--- src/rtl/pingpong_bank_scheduler_if.sv ---
// Producer and consumer streams of the ping-pong bank scheduler.
// master = the producer/consumer side, slave = the scheduler.
interface pingpong_bank_scheduler_if #(
  parameter int unsigned DATA_W = 8
);

  logic              in_valid;
  logic [DATA_W-1:0] in_data;
  logic              in_ready;
  logic              out_valid;
  logic [DATA_W-1:0] out_data;
  logic              out_ready;

  modport master (
    output in_valid,
    output in_data,
    output out_ready,
    input  in_ready,
    input  out_valid,
    input  out_data
  );

  modport slave (
    input  in_valid,
    input  in_data,
    input  out_ready,
    output in_ready,
    output out_valid,
    output out_data
  );

endinterface

--- src/rtl/pingpong_bank_scheduler.sv ---
// Ping-pong scheduler for two DEPTH x DATA_W single-clock RAM banks.
// The writer fills bank wbank from the producer stream. The reader drains the
// completed bank rbank to the consumer stream. The RAMs have a read latency of
// one cycle, so the reader issues at most one read every other cycle.
module pingpong_bank_scheduler #(
  parameter int unsigned DATA_W = 8,
  parameter int unsigned ADDR_W = 5,
  parameter int unsigned DEPTH  = 32
) (
  input  logic                      clk,
  input  logic                      resetn,

  pingpong_bank_scheduler_if.slave  bus,

  output logic                      bank0_we,
  output logic [ADDR_W-1:0]         bank0_waddr,
  output logic [DATA_W-1:0]         bank0_wdata,
  output logic                      bank1_we,
  output logic [ADDR_W-1:0]         bank1_waddr,
  output logic [DATA_W-1:0]         bank1_wdata,

  output logic                      bank0_re,
  output logic [ADDR_W-1:0]         bank0_raddr,
  input  logic [DATA_W-1:0]         bank0_rdata,
  output logic                      bank1_re,
  output logic [ADDR_W-1:0]         bank1_raddr,
  input  logic [DATA_W-1:0]         bank1_rdata,

  output logic [1:0]                bank_full,
  output logic                      wr_done,
  output logic                      rd_done
);

  // Counters are compared against the last frame address explicitly, so a
  // DEPTH smaller than 2**ADDR_W works without relying on natural wrap.
  localparam logic [ADDR_W-1:0] LAST_ADDR = ADDR_W'(DEPTH - 1);

  logic              wbank_q,    wbank_d;
  logic              rbank_q,    rbank_d;
  logic [ADDR_W-1:0] waddr_q,    waddr_d;
  logic [ADDR_W-1:0] raddr_q,    raddr_d;
  logic [1:0]        full_q,     full_d;
  logic              rd_pend_q,  rd_pend_d;
  logic              src_q,      src_d;
  logic              out_valid_q, out_valid_d;
  logic [DATA_W-1:0] out_data_q, out_data_d;
  logic              wr_done_q,  wr_done_d;
  logic              rd_done_q,  rd_done_d;

  logic              in_ready_c;
  logic              wr_fire_c;
  logic              wr_last_c;
  logic              rd_issue_c;
  logic              rd_last_c;

  // Handshake decisions; everything is held off while reset is asserted.
  always_comb begin
    in_ready_c = resetn && !full_q[wbank_q];
    wr_fire_c  = bus.in_valid && in_ready_c;
    wr_last_c  = (waddr_q == LAST_ADDR);
    rd_issue_c = resetn && full_q[rbank_q] && !rd_pend_q
                 && (!out_valid_q || bus.out_ready);
    rd_last_c  = (raddr_q == LAST_ADDR);
  end

  // Write port steering: only the current write bank sees an enable.
  always_comb begin
    bank0_we    = wr_fire_c && !wbank_q;
    bank1_we    = wr_fire_c &&  wbank_q;
    bank0_waddr = bank0_we ? waddr_q : '0;
    bank1_waddr = bank1_we ? waddr_q : '0;
    bank0_wdata = bank0_we ? bus.in_data : '0;
    bank1_wdata = bank1_we ? bus.in_data : '0;
  end

  // Read port steering: only the current read bank sees an enable.
  always_comb begin
    bank0_re    = rd_issue_c && !rbank_q;
    bank1_re    = rd_issue_c &&  rbank_q;
    bank0_raddr = bank0_re ? raddr_q : '0;
    bank1_raddr = bank1_re ? raddr_q : '0;
  end

  // Next-state: write counter, read counter, full flags and output stage.
  always_comb begin
    wbank_d     = wbank_q;
    rbank_d     = rbank_q;
    waddr_d     = waddr_q;
    raddr_d     = raddr_q;
    full_d      = full_q;
    rd_pend_d   = 1'b0;
    src_d       = src_q;
    out_valid_d = out_valid_q;
    out_data_d  = out_data_q;
    wr_done_d   = 1'b0;
    rd_done_d   = 1'b0;

    if (wr_fire_c) begin
      if (wr_last_c) begin
        full_d[wbank_q] = 1'b1;
        waddr_d         = '0;
        wbank_d         = !wbank_q;
        wr_done_d       = 1'b1;
      end else begin
        waddr_d = waddr_q + ADDR_W'(1);
      end
    end

    // Writer only targets an EMPTY bank and reader only a FULL one, so the
    // two flag updates below never touch the same bit.
    if (rd_issue_c) begin
      rd_pend_d = 1'b1;
      src_d     = rbank_q;
      if (rd_last_c) begin
        full_d[rbank_q] = 1'b0;
        raddr_d         = '0;
        rbank_d         = !rbank_q;
        rd_done_d       = 1'b1;
      end else begin
        raddr_d = raddr_q + ADDR_W'(1);
      end
    end

    if (rd_pend_q) begin
      out_data_d  = src_q ? bank1_rdata : bank0_rdata;
      out_valid_d = 1'b1;
    end else if (out_valid_q && bus.out_ready) begin
      out_valid_d = 1'b0;
    end
  end

  // State registers with synchronous active-low reset.
  always_ff @(posedge clk) begin
    if (!resetn) begin
      wbank_q     <= 1'b0;
      rbank_q     <= 1'b0;
      waddr_q     <= '0;
      raddr_q     <= '0;
      full_q      <= 2'b00;
      rd_pend_q   <= 1'b0;
      src_q       <= 1'b0;
      out_valid_q <= 1'b0;
      out_data_q  <= '0;
      wr_done_q   <= 1'b0;
      rd_done_q   <= 1'b0;
    end else begin
      wbank_q     <= wbank_d;
      rbank_q     <= rbank_d;
      waddr_q     <= waddr_d;
      raddr_q     <= raddr_d;
      full_q      <= full_d;
      rd_pend_q   <= rd_pend_d;
      src_q       <= src_d;
      out_valid_q <= out_valid_d;
      out_data_q  <= out_data_d;
      wr_done_q   <= wr_done_d;
      rd_done_q   <= rd_done_d;
    end
  end

  // Output drive.
  assign bus.in_ready  = in_ready_c;
  assign bus.out_valid = out_valid_q;
  assign bus.out_data  = out_data_q;
  assign bank_full     = full_q;
  assign wr_done       = wr_done_q;
  assign rd_done       = rd_done_q;

  // Both banks full can only happen with the writer stalled on the read bank.
  a_full_same_bank: assert property (
    @(posedge clk) disable iff (!resetn)
      (full_q == 2'b11) |-> (wbank_q == rbank_q)
  );

endmodule

--- src/flat_wrapper.sv ---
// flat-port wrapper written by rule: the top's interface ports become plain ports
module pingpong_bank_scheduler_flat 
#(
  parameter int unsigned DATA_W = 8,
  parameter int unsigned ADDR_W = 5,
  parameter int unsigned DEPTH  = 32
)
  (clk, resetn, bank0_we, bank0_waddr, bank0_wdata, bank1_we, bank1_waddr, bank1_wdata, bank0_re, bank0_raddr, bank0_rdata, bank1_re, bank1_raddr, bank1_rdata, bank_full, wr_done, rd_done, bus_in_valid, bus_in_data, bus_out_ready, bus_in_ready, bus_out_valid, bus_out_data);
  pingpong_bank_scheduler_if #(.DATA_W(DATA_W)) bus_i ();
  input  logic clk;
  input  logic resetn;
  output logic bank0_we;
  output logic [ADDR_W-1:0] bank0_waddr;
  output logic [DATA_W-1:0] bank0_wdata;
  output logic bank1_we;
  output logic [ADDR_W-1:0] bank1_waddr;
  output logic [DATA_W-1:0] bank1_wdata;
  output logic bank0_re;
  output logic [ADDR_W-1:0] bank0_raddr;
  input  logic [DATA_W-1:0] bank0_rdata;
  output logic bank1_re;
  output logic [ADDR_W-1:0] bank1_raddr;
  input  logic [DATA_W-1:0] bank1_rdata;
  output logic [1:0] bank_full;
  output logic wr_done;
  output logic rd_done;
  input wire logic [$bits(bus_i.in_valid)-1:0] bus_in_valid;
  input wire logic [$bits(bus_i.in_data)-1:0] bus_in_data;
  input wire logic [$bits(bus_i.out_ready)-1:0] bus_out_ready;
  output wire logic [$bits(bus_i.in_ready)-1:0] bus_in_ready;
  output wire logic [$bits(bus_i.out_valid)-1:0] bus_out_valid;
  output wire logic [$bits(bus_i.out_data)-1:0] bus_out_data;
  assign bus_i.in_valid = bus_in_valid;
  assign bus_i.in_data = bus_in_data;
  assign bus_i.out_ready = bus_out_ready;
  assign bus_in_ready = bus_i.in_ready;
  assign bus_out_valid = bus_i.out_valid;
  assign bus_out_data = bus_i.out_data;
  pingpong_bank_scheduler #(.DATA_W(DATA_W), .ADDR_W(ADDR_W), .DEPTH(DEPTH)) u_core (.clk(clk), .resetn(resetn), .bus(bus_i), .bank0_we(bank0_we), .bank0_waddr(bank0_waddr), .bank0_wdata(bank0_wdata), .bank1_we(bank1_we), .bank1_waddr(bank1_waddr), .bank1_wdata(bank1_wdata), .bank0_re(bank0_re), .bank0_raddr(bank0_raddr), .bank0_rdata(bank0_rdata), .bank1_re(bank1_re), .bank1_raddr(bank1_raddr), .bank1_rdata(bank1_rdata), .bank_full(bank_full), .wr_done(wr_done), .rd_done(rd_done));
endmodule
--- config.mk ---
export PLATFORM = sky130hd
export DESIGN_NAME = pingpong_bank_scheduler_flat
export DESIGN_NICKNAME = d
export VERILOG_FILES = /design/src/rtl/pingpong_bank_scheduler_if.sv /design/src/rtl/pingpong_bank_scheduler.sv /design/src/flat_wrapper.sv
export SDC_FILE = /design/constraint.sdc
export NUM_CORES = 1
export LEC_CHECK = 0
export ABC_AREA = 1
export BUFFER_PORTS_ARGS = -buffer_cell sky130_fd_sc_hd__buf_2
export CORE_MARGIN = 2
export CORE_UTILIZATION = 48
export CTS_CLUSTER_DIAMETER = 100
export DETAILED_ROUTE_END_ITERATION = 16
export PLACE_DENSITY = 0.85
export SLEW_MARGIN = 15
export SYNTH_ARGS = -nofsm -noshare
export SYNTH_HDL_FRONTEND = slang
export SYNTH_SLANG_ARGS = --single-unit
--- constraint.sdc ---
create_clock -name clk -period 2.85 [get_ports clk]
set_input_delay 0.4275 -clock clk [delete_from_list [all_inputs] [get_ports clk]]
set_output_delay 0.4275 -clock clk [all_outputs]
set_load 0.005 [all_outputs]
==> results of run 1 <==
synthesized netlist by cell type:
cell type                    n
sky130_fd_sc_hd__nor3_1      1
sky130_fd_sc_hd__nor2_2      2
sky130_fd_sc_hd__nand2_1    49
sky130_fd_sc_hd__buf_2       4
sky130_fd_sc_hd__a21o_1      2
sky130_fd_sc_hd__nor2_1     46
sky130_fd_sc_hd__dfxtp_1    27
sky130_fd_sc_hd__nand2_4     3
sky130_fd_sc_hd__nand4_1     3
sky130_fd_sc_hd__o21ai_1     1
sky130_fd_sc_hd__nor2_4      1
sky130_fd_sc_hd__o2111ai_1   1
sky130_fd_sc_hd__inv_2       1
sky130_fd_sc_hd__nand2_2     1
sky130_fd_sc_hd__nand4_4     1
sky130_fd_sc_hd__inv_1      41
sky130_fd_sc_hd__o21ai_2     1
sky130_fd_sc_hd__o211ai_1    8
sky130_fd_sc_hd__nor3b_1     1
sky130_fd_sc_hd__a21oi_1    11
sky130_fd_sc_hd__buf_1       1
sky130_fd_sc_hd__o21ai_0     4
sky130_fd_sc_hd__nand3_1    14
sky130_fd_sc_hd__ha_1        4
sky130_fd_sc_hd__inv_4       1
sky130_fd_sc_hd__buf_6       3
cell families after synthesis:
kind of cell | count (synthesis)
AO/OA/AOI/OAI | 28
adder cells (fa/ha/maj) | 4
buffers and inverters | 51
flip-flops | 27
AND/OR/NAND/NOR | 122
critical path, cell delays in order (launching register included):
cell and delay [ps]:
sky130_fd_sc_hd__dfxtp_1 480, sky130_fd_sc_hd__nand2_1 80, sky130_fd_sc_hd__nand2_1 130, sky130_fd_sc_hd__nand2_1 110, sky130_fd_sc_hd__nor2_4 190, sky130_fd_sc_hd__nand2_1 160, sky130_fd_sc_hd__nor2_1 110, sky130_fd_sc_hd__buf_2 120
routing by layer:
| layer | share of wire (%) | routed length [µm] | vias to the layer above |
|---|---|---|---|
| met4 | 1.6 | 55 | 0 |
| met2 | 46 | 1590 | 55 |
| met5 | 0 | 0 | - |
| met3 | 6.1 | 211 | 7 |
| met1 | 46 | 1580 | 680 |
| li1 | - | - | 872 |
power by group through the flow:
stage          registers, mW  clock network, mW  logic [mW]
2_1_floorplan          0.391                  0      0.0352
6_report               0.383              0.159      0.0615
3_3_place_gp           0.391                  0      0.0606
4_1_cts                0.383              0.162      0.0620
5_1_grt                0.384              0.180      0.0700
3_5_place_dp           0.391                  0      0.0616
worst max path at each step:
stage                         from        endpoint  slack (ps)
2_1_floorplan       u_core.wbank_q  bank1_waddr[0]        1330
3_3_place_gp                resetn  bank0_wdata[6]         880
3_5_place_dp                resetn  bank0_wdata[3]         870
4_1_cts        u_core.bank_full[0]  bank0_raddr[0]         720
5_1_grt             u_core.rbank_q  bank0_raddr[1]         550
6_report       u_core.bank_full[0]  bank0_raddr[0]         730
final cells by class:
class                      instances  area, µm²
inverter                          43        164
multi-input combinational        154        766
clock buffer                       4       26.3
fill                             263       1070
tap                               44       55.1
sequential                        27        541
timing repair buffer              81        405
state kept, by name (all words and copies together), names as in the netlist:
name                  count
u_core.rd_done            1
u_core.wr_done            1
u_core.src_q              1
u_core.bus.out_data       8
u_core.bank_full          2
u_core.wbank_q            1
u_core.rd_pend_q          1
u_core.waddr_q            5
u_core.raddr_q            5
u_core.rbank_q            1
u_core.bus.out_valid      1
metrics by stage:
| stage | power (mW) | instance area, µm² | utilization [%] | std cells | hold WS [ps] |
|---|---|---|---|---|---|
| 2_1_floorplan | 0.426 | 1530 | - | 232 | 458 |
| 3_3_place_gp | 0.452 | 1930 | 63.8 | 349 | 459 |
| 3_5_place_dp | 0.453 | 1930 | 63.8 | 349 | 466 |
| 4_1_cts | 0.607 | 1960 | 64.6 | 353 | 429 |
| 5_1_grt | 0.634 | 1960 | 64.6 | 353 | 427 |
| 6_report | 0.603 | 1960 | 64.6 | 353 | 423 |
==> impl_summary.txt, run 1 <==
----------------------------------------------------
[Timing]
  Final Hold Vio Count ... 0
  RSZ-0062 raised after global routing ... no
  Final setup TNS ... 0 ps
  Post-route clock skew ... 1.32 ps
  Fin crit period ... 2120 ps
  Timing-limited maximum frequency ... 473 MHz
  Share of the cycle needed by the critical path after routing ... 74.2%
  Slew at the pin closest to its max-slew limit ... 574 ps
  Pins Over Slew Limit ... 0
  Worst rel slew slack ... 61.7%
  Worst path setup slack after routing ... 735 ps
  Number of setup violations in the final report ... 0

[GRT]
  Initial antenna violation count ... 0
  Most congested layer reported by global routing ... met2
  Overall routing resource usage ... 18.6%
  Wire length of the first global-routing pass ... 5.25 mm
  Met1 Use GR ... 23.0%
  Grt met3 use ... 3.20%
  Maximum number of pins on one net before global-route repair ... 23
  Global route overflow ... 0
  Global Route met2 Usage ... 33.1%
  Via count of the first global-routing pass ... 1249

[Clock network]
  Clock buffers created by TritonCTS ... 3
  Clock latency of the later-clocked register in the worst-skew pair ... 320 ps
  Clock tree from TritonCTS ... yes
  # Post-CTS Setup Buffers ... 0
  Cell at the root of the clock tree ... sky130_fd_sc_hd__clkbuf_4
  Total number of clock tree sinks ... 27
  Clock-pin slew on the worst setup and hold paths ... 130 ps
  Hold bufs inserted after CTS ... 0
  H-tree depth ... 1
  Number of resized instances in the post-cts repair step ... 0
  Clock Tree Buf Depth ... 2

[Synth]
  Net count of the mapped netlist ... 264
  Post-Syn Area per Cell ... 6.58 µm²
  Number of distinct library cell variants in the gate-level netlist after synthesis ... 26
  Share of Yosys cell area claimed by the top area cell type ... 35.4%
  Netlist area before placement ... 1530 µm²
  Post-Synth Adder-Cell Area ... 3.28%
  Post-synthesis mux area share ... 0%
  Number of warnings reported in the yosys synthesis log ... 0
  Synth Register Bits ... 27
  Largest family of logic cells by synthesized area ... simple AND/OR/NAND/NOR gates
  Proportion of synthesized chip area in sequential cells ... 35.4%
  Synth Area in Compound Gates ... 11.3%
  Post-synthesis share of cell area spent on and, or, nand and nor gates ... 35.5%
  Number of standard cells after synthesis ... 232
  Area leader, netlist ... sky130_fd_sc_hd__dfxtp_1
  Post-synthesis share of cell area spent on xor and xnor gates ... 0%
  Cell types occupying the most area after synthesis ... sky130_fd_sc_hd__dfxtp_1 (35%), sky130_fd_sc_hd__nand2_1 (12%), sky130_fd_sc_hd__nor2_1 (11%)

[Floorplan]
  I/O pin count ... 82
  Std-Cell Core Area ... 3030 µm²
  Chip width ... 60.4 µm
  Die area ... 3650 µm²
  Floorplan die height ... 60.4 µm
  Initial Util ... 50.5%
  Site Rows ... 20

[Route]
  Antenna viol nets, final ... 0
  1st-iter DRT viols ... 42
  Via count of the routed design ... 1614
  First-pass DRT Iterations ... 4
  Wire per inst ... 9.73 µm
  Average via count per standard cell ... 4.57
  Total wire length after detailed routing ... 3.43 mm
  Post-route DRC violation count ... 0

[Power and ir drop]
  Leakage power summed over all cells ... 1.14 nW
  Comb pwr share ... 10.2%
  Power spent charging and discharging nets ... 141 µW
  Largest vdd supply drop ... 0.317 mV
  Switching part of the total ... 23.4%
  Power per cell area ... 308 nW/µm²
  Sequential share of power ... 63.5%
  Relative contribution of the clock network to total power ... 26.4%
  Pint ... 462 µW

[Placement]
  Weighted congestion reported at the end of routability-driven placement ... 0.813
  Worst slack at placement ... 870 ps
  Count of input and output buffers ... 81
  HPWL after detailed placement ... 2.70 mm

[Setup path]
  Source of the worst register-to-register timing path ... u_core.raddr_q[1]
  Terminus of the critical flop-to-flop path ... u_core.rbank_q
  Category of the worst setup path launch point ... flip-flop
  Maximum net fanout on the critical path ... 8
  Required arrival time at the worst endpoint ... 2420 ps
  Worst-case reg-to-reg path depth ... 7
  Critical setup path kind ... flip-flop to output pin
  Arrival time reported for the critical path endpoint ... 1690 ps
  Reg2reg setup slack ... 1320 ps
  Critical path endpoint category ... output pin

[Finish]
  Commonest cells after routing, fill and taps aside ... sky130_fd_sc_hd__buf_2 (81), sky130_fd_sc_hd__nand2_1 (49), sky130_fd_sc_hd__nor2_1 (46)
  Area overhead of the layout relative to synthesis ... 28.1%
  Antenna diode count ... 0
  Layout net count ... 342
  Fraction of final layout cells sized beyond drive strength 1 ... 30.7%
  Commonest non-fill, non-tap cell in the layout ... sky130_fd_sc_hd__buf_2

[Min path]
  Startpoint of the most critical hold path ... bank0_rdata[3]
  End point of the worst hold path ... u_core.bus.out_data[3]
  Min-Delay Path Class ... input port to flip-flop
  Worst hold stages ... 5

[Job]
  Max-capacitance violation count ... 0

[Outcome]
  Status ... finished clean

----------------------------------------------------
No activity file was read; power rests on OpenSTA's default activity.
==> inputs of run 2 (changes only) <==
CORE_UTILIZATION = 40   (was 48)
PLACE_DENSITY = 0.76   (was 0.85)
clock period = 1.9 ns   (was 2.85 ns; I/O delays follow)
==> impl_summary.txt, run 2 (synthesis gave the netlist of run 1 again) <==
----------------------------------------------------
[Outcome]
  Status ... finished clean

[Power and ir drop]
  Pint ... 764 µW
  Leakage power summed over all cells ... 1.21 nW
  Switching part of the total ... 23.3%
  Power per cell area ... 481 nW/µm²
  Comb pwr share ... 9.9%
  Sequential share of power ... 57.4%
  Relative contribution of the clock network to total power ... 32.7%
  Largest vdd supply drop ... 0.259 mV
  Power spent charging and discharging nets ... 232 µW

[Finish]
  Layout net count ... 351
  Number of filler cells placed in the layout ... 351
  Commonest cells after routing, fill and taps aside ... sky130_fd_sc_hd__buf_2 (81), sky130_fd_sc_hd__nand2_1 (46), sky130_fd_sc_hd__nor2_1 (46)
  Number of flip-flops in the largest register ... 8
  Commonest non-fill, non-tap cell in the layout ... sky130_fd_sc_hd__buf_2
  Area overhead of the layout relative to synthesis ... 35.7%
  Fraction of final layout cells sized beyond drive strength 1 ... 35.2%
  Antenna diode count ... 0

[Timing]
  Worst rel slew slack ... 75.2%
  RSZ-0062 raised after global routing ... no
  Timing-limited maximum frequency ... 566 MHz
  Worst path setup slack after routing ... 135 ps
  Number of setup violations in the final report ... 0
  Pins Over Slew Limit ... 0
  Share of the cycle needed by the critical path after routing ... 92.9%
  Fin crit period ... 1770 ps
  Post-route clock skew ... 7.19 ps
  Slew at the pin closest to its max-slew limit ... 372 ps
  Final Hold Vio Count ... 0
  Final setup TNS ... 0 ps

[Route]
  Average via count per standard cell ... 4.37
  Via count of the routed design ... 1599
  Total wire length after detailed routing ... 3.52 mm
  1st-iter DRT viols ... 38
  Post-route DRC violation count ... 0
  Antenna viol nets, final ... 0
  First-pass DRT Iterations ... 4
  Wire per inst ... 9.61 µm

[Floorplan]
  Die area ... 4330 µm²
  Site Rows ... 22
  Std-Cell Core Area ... 3660 µm²
  Floorplan die height ... 65.8 µm
  I/O pin count ... 82
  Initial Util ... 41.7%
  Chip width ... 65.8 µm

[GRT]
  Initial antenna violation count ... 0
  Global route overflow ... 0
  Via count of the first global-routing pass ... 1269
  Wire length of the first global-routing pass ... 5.51 mm
  Overall routing resource usage ... 16.1%
  Maximum number of pins on one net before global-route repair ... 18

[Clock network]
  H-tree depth ... 1
  Total number of clock tree sinks ... 27
  Clock-pin slew on the worst setup and hold paths ... 90 ps
  Clock buffers created by TritonCTS ... 3
  Cell at the root of the clock tree ... sky130_fd_sc_hd__clkbuf_8
  Clock tree from TritonCTS ... yes
  Clock Tree Buf Depth ... 2
  Clock latency of the later-clocked register in the worst-skew pair ... 270 ps
  Hold bufs inserted after CTS ... 0

[Setup path]
  Category of the worst setup path launch point ... flip-flop
  Critical path endpoint category ... output pin
  Required arrival time at the worst endpoint ... 1620 ps
  Critical setup path kind ... flip-flop to output pin
  Maximum net fanout on the critical path ... 6
  Arrival time reported for the critical path endpoint ... 1480 ps

[Min path]
  Min-Delay Path Class ... input port to flip-flop

[Placement]
  Weighted congestion reported at the end of routability-driven placement ... 0.841
  Worst slack at placement ... 257 ps
  Count of input and output buffers ... 81
  HPWL after detailed placement ... 2.63 mm

[Job]
  Max-capacitance violation count ... 0

----------------------------------------------------
## run 2: cell types whose count changed in the layout (fill, tap and decap cells not counted), moves of 3 or more
| cell | delta |
|---|---|
| sky130_fd_sc_hd__nand2_1 | -3 |
| sky130_fd_sc_hd__buf_4 | +9 |
| sky130_fd_sc_hd__clkbuf_4 | -3 |
| sky130_fd_sc_hd__dfxtp_2 | +3 |
| sky130_fd_sc_hd__clkbuf_8 | +3 |
| sky130_fd_sc_hd__dfxtp_1 | -4 |
## run 2: repair_timing
item                       4_1_cts  5_1_grt
buffers inserted                 0        7
cloned                           0        0
gates resized for setup          3        8
pin swaps                        0        2
setup endpoints to repair        6       26
hold endpoints to repair         0        0
## run 2: metal layers
layer / part of all wire, % / GRT usage (%) / up-vias
met1: 47 / 21.1 / 665
met4: 0.88 / 6.25 / 0
met3: 5.8 / 2.56 / 2
met5: 0 / 0 / -
li1: - / - / 891
met2: 47 / 26.4 / 41
## run 2: worst paths after layout
kind | start | end | slack (ps) | cells after the start
setup / recovery | u_core.rbank_q | bank0_raddr[1] | 130 | 8
setup reg to reg | u_core.raddr_q[1] | u_core.rbank_q | 370 | 7
hold reg to reg | u_core.bus.out_data[5] | u_core.bus.out_data[5] | 480 | 2
hold / removal | resetn | u_core.bank_full[0] | 330 | 3
## run 2: area by class of cell
cell class	instances	area, µm²	share of cell area, %
Multi-Input combinational cell	154	783	37.8
Sequential cell	27	548	26.4
Tap cell	48	60.1	2.90
Timing Repair Buffer	90	473	22.8
Inverter	43	164	7.91
Clock buffer	4	45.0	2.17
## run 2: worst max-delay path: stages, from the launching register on
cell	delay [ps]
sky130_fd_sc_hd__dfxtp_4	380
sky130_fd_sc_hd__inv_2	80
sky130_fd_sc_hd__nand2_1	60
sky130_fd_sc_hd__nand2_2	90
sky130_fd_sc_hd__nand2_2	70
sky130_fd_sc_hd__nor2_4	200
sky130_fd_sc_hd__nand2_4	90
sky130_fd_sc_hd__nor2_1	100
sky130_fd_sc_hd__buf_2	120
## run 2: power groups by stage
stage	clock network (mW)	logic (mW)	registers [mW]
floorplan	0	0.0528	0.586
global placement	0	0.0941	0.586
detailed placement	0	0.0952	0.587
CTS	0.334	0.0954	0.573
global route	0.351	0.113	0.573
finish	0.325	0.0991	0.572
## run 2: stage by stage
step / hold WS (ps) / util, % / instance area, µm² / instances / power [mW]
after floorplan: 458 / - / 1530 / 232 / 0.639
after global placement: 458 / 53.3 / 1950 / 355 / 0.680
after detailed placement: 465 / 53.3 / 1950 / 355 / 0.682
after CTS: 319 / 54.6 / 2000 / 359 / 1.00
after global routing: 341 / 56.6 / 2070 / 366 / 1.04
final: 326 / 56.6 / 2070 / 366 / 0.996
==> inputs of run 3 (changes only) <==
CORE_UTILIZATION = 42   (was 40)
CTS_BUF_LIST = sky130_fd_sc_hd__clkbuf_2 sky130_fd_sc_hd__clkbuf_4 sky130_fd_sc_hd__clkbuf_8   (was not set)
PLACE_DENSITY = 0.79   (was 0.76)
==> impl_summary.txt, run 3 (synthesis gave the netlist of run 1 again) <==
----------------------------------------------------
[Floorplan]
  Die area ... 4140 µm²
  Initial Util ... 44.7%
  Chip width ... 64.3 µm
  Floorplan die height ... 64.3 µm
  Std-Cell Core Area ... 3420 µm²
  Site Rows ... 21
  I/O pin count ... 82

[Clock network]
  Cell at the root of the clock tree ... sky130_fd_sc_hd__clkbuf_4
  Clock-pin slew on the worst setup and hold paths ... 150 ps
  Clock latency of the later-clocked register in the worst-skew pair ... 330 ps
  Clock Tree Buf Depth ... 2
  Total number of clock tree sinks ... 27
  H-tree depth ... 1
  Clock tree from TritonCTS ... yes
  Hold bufs inserted after CTS ... 0
  Clock buffers created by TritonCTS ... 3

[Timing]
  Slew at the pin closest to its max-slew limit ... 387 ps
  Share of the cycle needed by the critical path after routing ... 96.4%
  Pins Over Slew Limit ... 0
  RSZ-0062 raised after global routing ... yes
  Number of setup violations in the final report ... 0
  Worst rel slew slack ... 74.2%
  Fin crit period ... 1830 ps
  Final Hold Vio Count ... 0
  Post-route clock skew ... 1.38 ps
  Timing-limited maximum frequency ... 546 MHz
  Final setup TNS ... 0 ps

[Finish]
  Layout net count ... 350
  Number of flip-flops in the largest register ... 8
  Commonest cells after routing, fill and taps aside ... sky130_fd_sc_hd__buf_2 (81), sky130_fd_sc_hd__nand2_1 (47), sky130_fd_sc_hd__nor2_1 (46)
  Antenna diode count ... 0
  Area overhead of the layout relative to synthesis ... 34.2%
  Fin util ... 60.0%
  Number of filler cells placed in the layout ... 352
  Commonest non-fill, non-tap cell in the layout ... sky130_fd_sc_hd__buf_2
  Fraction of final layout cells sized beyond drive strength 1 ... 35.0%
  Filler-free cell count of the finished design ... 363

[Route]
  Average via count per standard cell ... 4.69
  Wire per inst ... 10.2 µm
  Via count of the routed design ... 1703
  Post-route DRC violation count ... 0
  First-pass DRT Iterations ... 4
  Total wire length after detailed routing ... 3.72 mm
  Antenna viol nets, final ... 0
  1st-iter DRT viols ... 58

[GRT]
  Wire length of the first global-routing pass ... 5.87 mm
  Maximum number of pins on one net before global-route repair ... 18
  Initial antenna violation count ... 0
  Overall routing resource usage ... 17.2%
  Most congested layer reported by global routing ... met2
  Global route overflow ... 0
  Global Route met2 Usage ... 29.6%
  Grt met3 use ... 2.99%
  Met1 Use GR ... 21.5%
  Via count of the first global-routing pass ... 1413

[Power and ir drop]
  Largest vdd supply drop ... 0.320 mV
  Leakage power summed over all cells ... 1.20 nW
  Power per cell area ... 453 nW/µm²
  Tot Pwr ... 929 µW

[Setup path]
  Category of the worst setup path launch point ... flip-flop
  Required arrival time at the worst endpoint ... 1620 ps
  Critical setup path kind ... flip-flop to output pin
  Maximum net fanout on the critical path ... 7
  Arrival time reported for the critical path endpoint ... 1550 ps
  Critical path endpoint category ... output pin

[Outcome]
  Status ... finished clean

[Placement]
  Weighted congestion reported at the end of routability-driven placement ... 0.835
  HPWL after detailed placement ... 2.79 mm
  Count of input and output buffers ... 81
  Number of placed cells counting well taps ... 354

[Job]
  Max-capacitance violation count ... 0

[Min path]
  Min-Delay Path Class ... input port to flip-flop

----------------------------------------------------
run 3: changes by cell type in the layout (fill, tap and decap cells not counted), sizes merged:
cell	before	now
clkbuf	4	3
clkinvlp	0	1
buf	90	89
run 3: worst max-delay path: stages (launching register included):
cell and delay [ps]:
sky130_fd_sc_hd__dfxtp_4 400, sky130_fd_sc_hd__inv_4 70, sky130_fd_sc_hd__nand2_1 60, sky130_fd_sc_hd__nand2_2 90
sky130_fd_sc_hd__nand2_1 80, sky130_fd_sc_hd__nor2_4 190, sky130_fd_sc_hd__nand2_4 100, sky130_fd_sc_hd__nor2_1 90
sky130_fd_sc_hd__buf_2 120
run 3: per-layer routing:
metal	vias to the layer above	wire length (µm)
met5	-	0
met4	0	23
met3	2	165
met2	44	1830
met1	768	1700
li1	889	-
run 3: power breakdown:
part	switching (mW)	leakage (nW)	internal (mW)	total [mW]
Combinational	0.0538	0.963	0.0435	0.0972
Clock	0.180	0.0139	0.0806	0.261
Sequential	0.00349	0.221	0.568	0.571
Total	0.237	1.20	0.692	0.929
run 3: per-stage QoR:
stage / hold slack [ps] / setup WS, ps / cell area [µm²]
detailed placement: 459 / 291 / 1960
global placement: 457 / 292 / 1960
finish: 266 / 68.6 / 2050
CTS: 257 / 0.0936 / 2010
global route: 262 / -58.0 / 2050
floorplan: 458 / 521 / 1530
run 3: layout make-up:
type / count / area [µm²] / share of cell area (%)
Clock buffer: 3 / 22.5 / 1.10
Clock inverter: 1 / 7.51 / 0.366
Inverter: 43 / 166 / 8.11
Multi-Input combinational cell: 154 / 781 / 38.1
Sequential cell: 27 / 551 / 26.8
Tap cell: 46 / 57.6 / 2.81
Timing Repair Buffer: 89 / 465 / 22.7
run 3: final timing paths:
kind,start,endpoint,slack [ps],cells past startpoint
setup / recovery,u_core.rbank_q,bank1_raddr[2],70,8
hold reg to reg,u_core.bus.out_data[6],u_core.bus.out_data[6],490,2
hold / removal,bank0_rdata[2],u_core.bus.out_data[2],270,5
setup reg to reg,u_core.raddr_q[1],u_core.rbank_q,320,7
run 3: timing repair:
action | 4_1_cts | 5_1_grt
endpoints found under the hold margin | 0 | 0
buffers inserted | 1 | 4
pin swaps | 1 | 4
endpoints found under the setup margin | 40 | 40
gates resized for setup | 7 | 5
